File: src/rtl/regfile_pkg.sv
// Shared definitions for the parametrised register file: operand routing
// encodings and default geometry.
package regfile_pkg;

   localparam int DEF_DATA_W   = 16;
   localparam int DEF_NUM_REGS = 8;
   localparam int DEF_ADDR_W   = $clog2(DEF_NUM_REGS);
   localparam int DEF_NUM_DLY  = 2;

   typedef enum logic [1:0] {
      MODE_NORMAL = 2'b00,
      MODE_ONE_OP = 2'b01,
      MODE_SWAP   = 2'b10,
      MODE_IMM    = 2'b11
   } op_mode_e;

endpackage

File: src/rtl/param_reg_file_if.sv
// Decode/write-back side bus of the register file. The pipeline drives the
// master modport; the register file takes the slave modport.
interface param_reg_file_if
   import regfile_pkg::*;
#(
   parameter int DATA_W  = DEF_DATA_W,
   parameter int ADDR_W  = DEF_ADDR_W,
   parameter int NUM_DLY = DEF_NUM_DLY
) ();

   logic                        stall;
   logic                        flush;
   logic                        rd_req;
   logic [ADDR_W-1:0]           src_a;
   logic [ADDR_W-1:0]           src_b;
   logic [1:0]                  op_mode;
   logic [DATA_W-1:0]           imm;
   logic                        wr0_en;
   logic [ADDR_W-1:0]           wr0_addr;
   logic [DATA_W-1:0]           wr0_data;
   logic                        wr1_en;
   logic [ADDR_W-1:0]           wr1_addr;
   logic [DATA_W-1:0]           wr1_data;
   logic                        rd_valid;
   logic [DATA_W-1:0]           rd_a;
   logic [DATA_W-1:0]           rd_b;
   logic [NUM_DLY-1:0]          dly_valid;
   logic [NUM_DLY*DATA_W-1:0]   dly_a;
   logic [NUM_DLY*DATA_W-1:0]   dly_b;

   modport master (
      output stall, flush, rd_req, src_a, src_b, op_mode, imm,
             wr0_en, wr0_addr, wr0_data, wr1_en, wr1_addr, wr1_data,
      input  rd_valid, rd_a, rd_b, dly_valid, dly_a, dly_b
   );

   modport slave (
      input  stall, flush, rd_req, src_a, src_b, op_mode, imm,
             wr0_en, wr0_addr, wr0_data, wr1_en, wr1_addr, wr1_data,
      output rd_valid, rd_a, rd_b, dly_valid, dly_a, dly_b
   );

endinterface

File: src/rtl/operand_delay_line.sv
// Shift register of DEPTH stages for packed {valid, A, B} operand words,
// with hold on stall and clear on flush (flush has priority).
module operand_delay_line #(
   parameter int WIDTH = 33,
   parameter int DEPTH = 2
) (
   input  logic                     clk,
   input  logic                     reset_n,
   input  logic                     stall,
   input  logic                     flush,
   input  logic [WIDTH-1:0]         din,
   output logic [DEPTH*WIDTH-1:0]   dout
);

   logic [WIDTH-1:0] stg_p1 [DEPTH];

   // stage boundary: stg_p1[k] is delay stage k+1
   always_ff @(posedge clk or negedge reset_n) begin
      if (!reset_n) begin
         for (int k = 0; k < DEPTH; k++) stg_p1[k] <= '0;
      end else if (flush) begin
         for (int k = 0; k < DEPTH; k++) stg_p1[k] <= '0;
      end else if (!stall) begin
         stg_p1[0] <= din;
         for (int k = 1; k < DEPTH; k++) stg_p1[k] <= stg_p1[k-1];
      end
   end

   always_comb begin
      dout = '0;
      for (int k = 0; k < DEPTH; k++) dout[k*WIDTH +: WIDTH] = stg_p1[k];
   end

endmodule

File: src/rtl/param_reg_file.sv
// Two-write-port register file with write-to-read bypass, operand routing
// modes, optional hard-wired zero register and an aligned operand delay line.
module param_reg_file
   import regfile_pkg::*;
#(
   parameter int DATA_W     = DEF_DATA_W,
   parameter int NUM_REGS   = DEF_NUM_REGS,
   parameter int ADDR_W     = $clog2(NUM_REGS),
   parameter int NUM_DLY    = DEF_NUM_DLY,
   parameter int ZERO_REG   = 0,
   parameter int INIT_INDEX = 1
) (
   input logic              clk,
   input logic              reset_n,
   param_reg_file_if.slave  bus
);

   localparam int LW = 2*DATA_W + 1;

   logic [DATA_W-1:0] regs [NUM_REGS];
   logic [DATA_W-1:0] eff_a, eff_b, a_nxt, b_nxt;
   logic              vld_p0;
   logic [DATA_W-1:0] a_p0, b_p0;
   logic [NUM_DLY*LW-1:0]     dly_word;
   logic [NUM_DLY-1:0]        dly_v;
   logic [NUM_DLY*DATA_W-1:0] dly_a_w, dly_b_w;

   // Port 1 is checked first so it wins a same-address collision, matching
   // the write ordering in the register array below.
   function automatic logic [DATA_W-1:0] bypass(
      input logic [ADDR_W-1:0] x,
      input logic [DATA_W-1:0] rx,
      input logic              w0_en,
      input logic [ADDR_W-1:0] w0_addr,
      input logic [DATA_W-1:0] w0_data,
      input logic              w1_en,
      input logic [ADDR_W-1:0] w1_addr,
      input logic [DATA_W-1:0] w1_data
   );
      if (ZERO_REG != 0 && x == '0) return '0;
      if (w1_en && w1_addr == x)    return w1_data;
      if (w0_en && w0_addr == x)    return w0_data;
      return rx;
   endfunction

   always_ff @(posedge clk or negedge reset_n) begin
      if (!reset_n) begin
         for (int i = 0; i < NUM_REGS; i++)
            regs[i] <= (INIT_INDEX != 0) ? DATA_W'(i) : '0;
      end else begin
         if (bus.wr0_en && !(ZERO_REG != 0 && bus.wr0_addr == '0))
            regs[bus.wr0_addr] <= bus.wr0_data;
         if (bus.wr1_en && !(ZERO_REG != 0 && bus.wr1_addr == '0))
            regs[bus.wr1_addr] <= bus.wr1_data;
      end
   end

   always_comb begin
      eff_a = bypass(bus.src_a, regs[bus.src_a], bus.wr0_en, bus.wr0_addr,
                     bus.wr0_data, bus.wr1_en, bus.wr1_addr, bus.wr1_data);
      eff_b = bypass(bus.src_b, regs[bus.src_b], bus.wr0_en, bus.wr0_addr,
                     bus.wr0_data, bus.wr1_en, bus.wr1_addr, bus.wr1_data);
      a_nxt = eff_a;
      b_nxt = eff_b;
      case (op_mode_e'(bus.op_mode))
         MODE_ONE_OP: b_nxt = eff_a;
         MODE_SWAP: begin
            a_nxt = eff_b;
            b_nxt = eff_a;
         end
         MODE_IMM:    b_nxt = bus.imm;
         default:     ;
      endcase
   end

   // stage boundary: read stage
   always_ff @(posedge clk or negedge reset_n) begin
      if (!reset_n) begin
         vld_p0 <= 1'b0;
         a_p0   <= '0;
         b_p0   <= '0;
      end else if (bus.flush) begin
         vld_p0 <= 1'b0;
         a_p0   <= '0;
         b_p0   <= '0;
      end else if (!bus.stall) begin
         vld_p0 <= bus.rd_req;
         a_p0   <= a_nxt;
         b_p0   <= b_nxt;
      end
   end

   operand_delay_line #(
      .WIDTH (LW),
      .DEPTH (NUM_DLY)
   ) u_dly (
      .clk     (clk),
      .reset_n (reset_n),
      .stall   (bus.stall),
      .flush   (bus.flush),
      .din     ({vld_p0, a_p0, b_p0}),
      .dout    (dly_word)
   );

   always_comb begin
      dly_v   = '0;
      dly_a_w = '0;
      dly_b_w = '0;
      for (int k = 0; k < NUM_DLY; k++) begin
         dly_v[k]                    = dly_word[k*LW + 2*DATA_W];
         dly_a_w[k*DATA_W +: DATA_W] = dly_word[k*LW + DATA_W +: DATA_W];
         dly_b_w[k*DATA_W +: DATA_W] = dly_word[k*LW +: DATA_W];
      end
   end

   assign bus.rd_valid  = vld_p0;
   assign bus.rd_a      = a_p0;
   assign bus.rd_b      = b_p0;
   assign bus.dly_valid = dly_v;
   assign bus.dly_a     = dly_a_w;
   assign bus.dly_b     = dly_b_w;

endmodule

File: src/flat_wrapper.sv
// flat-port wrapper written by rule: the top's interface ports become plain ports
module param_reg_file_flat import regfile_pkg::*;
#(
   parameter int DATA_W     = DEF_DATA_W,
   parameter int NUM_REGS   = DEF_NUM_REGS,
   parameter int ADDR_W     = $clog2(NUM_REGS),
   parameter int NUM_DLY    = DEF_NUM_DLY,
   parameter int ZERO_REG   = 0,
   parameter int INIT_INDEX = 1
)
  (clk, reset_n, bus_stall, bus_flush, bus_rd_req, bus_src_a, bus_src_b, bus_op_mode, bus_imm, bus_wr0_en, bus_wr0_addr, bus_wr0_data, bus_wr1_en, bus_wr1_addr, bus_wr1_data, bus_rd_valid, bus_rd_a, bus_rd_b, bus_dly_valid, bus_dly_a, bus_dly_b);
  param_reg_file_if #(.DATA_W(DATA_W), .ADDR_W(ADDR_W), .NUM_DLY(NUM_DLY)) bus_i ();
  input logic clk;
  input logic reset_n;
  input wire logic [$bits(bus_i.stall)-1:0] bus_stall;
  input wire logic [$bits(bus_i.flush)-1:0] bus_flush;
  input wire logic [$bits(bus_i.rd_req)-1:0] bus_rd_req;
  input wire logic [$bits(bus_i.src_a)-1:0] bus_src_a;
  input wire logic [$bits(bus_i.src_b)-1:0] bus_src_b;
  input wire logic [$bits(bus_i.op_mode)-1:0] bus_op_mode;
  input wire logic [$bits(bus_i.imm)-1:0] bus_imm;
  input wire logic [$bits(bus_i.wr0_en)-1:0] bus_wr0_en;
  input wire logic [$bits(bus_i.wr0_addr)-1:0] bus_wr0_addr;
  input wire logic [$bits(bus_i.wr0_data)-1:0] bus_wr0_data;
  input wire logic [$bits(bus_i.wr1_en)-1:0] bus_wr1_en;
  input wire logic [$bits(bus_i.wr1_addr)-1:0] bus_wr1_addr;
  input wire logic [$bits(bus_i.wr1_data)-1:0] bus_wr1_data;
  output wire logic [$bits(bus_i.rd_valid)-1:0] bus_rd_valid;
  output wire logic [$bits(bus_i.rd_a)-1:0] bus_rd_a;
  output wire logic [$bits(bus_i.rd_b)-1:0] bus_rd_b;
  output wire logic [$bits(bus_i.dly_valid)-1:0] bus_dly_valid;
  output wire logic [$bits(bus_i.dly_a)-1:0] bus_dly_a;
  output wire logic [$bits(bus_i.dly_b)-1:0] bus_dly_b;
  assign bus_i.stall = bus_stall;
  assign bus_i.flush = bus_flush;
  assign bus_i.rd_req = bus_rd_req;
  assign bus_i.src_a = bus_src_a;
  assign bus_i.src_b = bus_src_b;
  assign bus_i.op_mode = bus_op_mode;
  assign bus_i.imm = bus_imm;
  assign bus_i.wr0_en = bus_wr0_en;
  assign bus_i.wr0_addr = bus_wr0_addr;
  assign bus_i.wr0_data = bus_wr0_data;
  assign bus_i.wr1_en = bus_wr1_en;
  assign bus_i.wr1_addr = bus_wr1_addr;
  assign bus_i.wr1_data = bus_wr1_data;
  assign bus_rd_valid = bus_i.rd_valid;
  assign bus_rd_a = bus_i.rd_a;
  assign bus_rd_b = bus_i.rd_b;
  assign bus_dly_valid = bus_i.dly_valid;
  assign bus_dly_a = bus_i.dly_a;
  assign bus_dly_b = bus_i.dly_b;
  param_reg_file #(.DATA_W(DATA_W), .NUM_REGS(NUM_REGS), .ADDR_W(ADDR_W), .NUM_DLY(NUM_DLY), .ZERO_REG(ZERO_REG), .INIT_INDEX(INIT_INDEX)) u_core (.clk(clk), .reset_n(reset_n), .bus(bus_i));
endmodule
File: config.mk
export PLATFORM = sky130hd
export DESIGN_NAME = param_reg_file_flat
export DESIGN_NICKNAME = d
export VERILOG_FILES = /design/src/rtl/regfile_pkg.sv /design/src/rtl/param_reg_file_if.sv /design/src/rtl/operand_delay_line.sv /design/src/rtl/param_reg_file.sv /design/src/flat_wrapper.sv
export SDC_FILE = /design/constraint.sdc
export NUM_CORES = 1
export LEC_CHECK = 0
export CORE_MARGIN = 5
export CORE_UTILIZATION = 50
export DETAILED_ROUTE_END_ITERATION = 8
export GPL_TIMING_DRIVEN = 0
export MAX_ROUTING_LAYER = met4
export PLACE_DENSITY = 0.73
export SYNTH_ARGS = -nofsm -noshare
export SYNTH_HDL_FRONTEND = slang
export SYNTH_SLANG_ARGS = --single-unit
File: constraint.sdc
create_clock -name clk -period 2.2 [get_ports clk]
set_clock_uncertainty 0.15 [all_clocks]
set_input_delay 0.44 -clock clk [delete_from_list [all_inputs] [get_ports clk]]
set_output_delay 0.44 -clock clk [all_outputs]
set_load 0.05 [all_outputs]
==> results of run 1 <==
[registers in the layout, summed over array words and instances, names as in the netlist]
name                 cells
u_core.bus.rd_valid      1
u_core.regs            128
u_core.u_dly.dout       66
u_core.bus.rd_a         16
u_core.bus.rd_b         16
[tightest hold or removal path, stage by stage]
cell and delay, ns:
buf_2 0.16, mux2i_1 0.13, a21oi_1 0.07
[per-layer routing]
layer	GRT usage	routed length [um]	share of wire	vias to the layer above
li1	-	-	-	5108
met1	0.340	16800	0.43	5269
met2	0.414	18600	0.48	439
met3	0.0365	2590	0.067	75
met4	0.0635	943	0.024	0
met5	-	0	0	-
[per-stage QoR]
step           hold slack (ns)  total power (W)
2_1_floorplan         -0.00559          0.00765
3_3_place_gp             0.353          0.00857
3_5_place_dp             0.363          0.00872
4_1_cts                  0.164           0.0127
5_1_grt                  0.189           0.0133
6_report                 0.181           0.0127
[repair_timing]
| action | 4_1_cts | 5_1_grt |
|---|---|---|
| hold endpoints to repair | 101 | 0 |
| pin swaps | 4 | 0 |
| setup endpoints to repair | 173 | 85 |
| hold buffers | 1 | 0 |
| buffers inserted | 4 | 0 |
| gates resized for setup | 102 | 13 |
| gates cloned | 0 | 0 |
[where the power goes]
group          total (W)  leakage, nW  internal, W  switching [W]
logic            0.00325         4.61      0.00142        0.00183
registers        0.00538         2.85      0.00484       0.000541
clock network    0.00407        0.387      0.00237        0.00169
total             0.0127         7.84      0.00863        0.00407
[kinds of logic after synthesis]
family	count (synthesis)	synth area share
buf+inv	180	0.0633
xor+xnor	12	0.0148
flops	227	0.410
mux	323	0.290
simple gates	385	0.133
fa+ha+maj	3	0.00270
compound gates	208	0.0863
[path summary, 6_finish.rpt]
path | startpoint | end | slack, ns | cells past startpoint
worst max-delay path | bus_wr1_en | u_core.regs[85]$_DFF_PN0_ | 0.1 | 5
worst min-delay path | bus_wr0_data[12] | u_core.regs[44]$_DFF_PN0_ | 0.18 | 3
worst max register to register | u_core.regs[34]$_DFF_PN1_ | u_core.bus.rd_a[2]$_DFFE_PN0P_ | 0.22 | 5
worst min register to register | u_core.u_dly.dout[57]$_DFFE_PN0P_ | u_core.u_dly.dout[57]$_DFFE_PN0P_ | 0.36 | 2
max in group asynchronous | reset_n | u_core.u_dly.dout[54]$_DFFE_PN0P_ | 0.35 | 3
min in group asynchronous | reset_n | u_core.regs[40]$_DFF_PN0_ | 0.41 | 2
[cell usage after synthesis, types with 14 or more instances]
cell type,instances
mux2i_1,259
dfrtp_1,215
nor2_1,131
nand2_1,114
a21oi_1,80
mux4_2,64
clkbuf_1,54
nor3_1,53
o21ai_0,49
buf_2,38
inv_1,34
nand4_1,34
o21ai_1,31
buf_1,22
a31oi_1,16
and2_1,16
o31ai_1,16
nor3_2,15
buf_6,14
[area by class of cell]
class	instances	area share
Multi-Input combinational cell	931	0.449
Clock buffer	38	0.0444
Inverter	34	0.00782
Tap cell	378	0.0290
Timing Repair Buffer	128	0.0716
Clock inverter	6	0.00337
Sequential cell	227	0.349
Buffer	142	0.0460
==> run metrics, run 1 <==
yosys warns=0; fin crit period=2.10 ns; standard-cell row count=61; crit start category=input pin; die height=177 um; Final setup viols=0; die width=177 um; layout cells sized above 1=0.155; library cells used by synthesis=36; crit path capture type=register; PwrDens=778 mW/mm^2; commonest non-fill, non-tap cells in the layout=mux2i_1 (259), dfrtp_1 (215), nor2_1 (131); DP Cell Count=1839; DR pass1 iterations=5; Starting Density=0.503; Synth area leaders=dfrtp_1 (39%), mux2i_1 (19%), mux4_2 (10%), nor2_1 (3.5%), nand2_1 (3.1%); dpl hpwl=30.9 mm; Yosys reg bits=227; Placer Congestion=0.928; Seq. cell area=0.00570 mm^2; Routed WL=38.9 mm; Fin Setup TNS=0 ns; Syn Area/Cell=10.4 um^2; dominant synthesized flop cell=dfrtp_1; design area=0.0163 mm^2; Place WS=-0.816 ns; hold crit path type=in -> reg; # H-tree levels=1; CP bufs+invs=2; post-place instance area=0.0156 mm^2; worst path required time=2.43 ns; syn nets=1410; worst-skew pair later-pin latency=0.52 ns; aggregate global-route resource usage=0.254; DR DRC count=0; delay-heaviest family, CP=simple AND/OR/NAND/NOR gates; core region area=0.0276 mm^2; initial DRC count=1042; Max Freq=475 MHz; diode count=0; total die area=0.0312 mm^2; Max-cap violations=0; initial antenna violation count=0; CTS buffer count=25; wire per inst=20.6 um; root buf cell=clkbuf_16; clk sink count=227; Util after Layout=0.591; max incr delay on CP=0.78 ns; Slowest-stage cell, CP=nor3b_1; EDFF count, synth=0; clock transition at the registers of the reported paths=0.06 ns; outcome=completed; post-synthesis sequential area ratio=0.410; Worst EP arrival=2.33 ns; post-route insts no fill=1884; pin count of the biggest net entering global routing=115; # IOs=168; nets@finish=1561; RSZ-0062 raised after global routing=no; # fillers=2456; post-synth top area cell=dfrtp_1; Setup CP Type=in -> reg; vias in the first global route=11.3k; Hold Vio Cnt, Final=0; drt via density=5.78; via count=10.9k; footprint of the multi-input gates=0.00733 mm^2; synthesized instance count=1338; Max VDD drop=0.000485 V; Bufs on Longest Clock Path=3; worst-margin pin slew=0.906 ns; Cell Chain, Critical Path=buf_2 -> nand2b_1 -> nor3b_1 -> clkbuf_1 -> o21ai_0; Mapped Area=0.0139 mm^2; crit share post-route=0.957; pins over their slew limit=0; leak pwr=7.84 nW; post-synth top area share=0.387; CP max FO=10; FFs w/ async S/R, synth=1.00; Area Growth Syn to Fin=17.4%; Slew HR=0.396; GRT overflow=0; first-pass GRT wire length=61.9 mm; TritonCTS clock tree=built; antenna-violating nets left=0; final worst-path setup slack=0.0952 ns; IO buf count=122; commonest non-fill, non-tap cell in the layout=mux2i_1
Note: power is estimated with default switching activity, not from simulation.
==> run 2, diff against run 1 <==
clock period = 2.21 ns   (was 2.2 ns; I/O delays follow)
==> results of run 2 <==
Same layout as run 1 (identical final DEF). Status: completed.
Main changes from that run: setup slack after placement -0.816 ns -> -0.808 ns; setup slack after layout 0.0952 ns -> 0.103 ns; hold slack 0.181 ns -> 0.183 ns; register-to-register setup slack 0.22 ns -> 0.23 ns; total power 0.0127 W -> 0.0126 W; worst IR drop on VDD 0.000485 V -> 0.000483 V
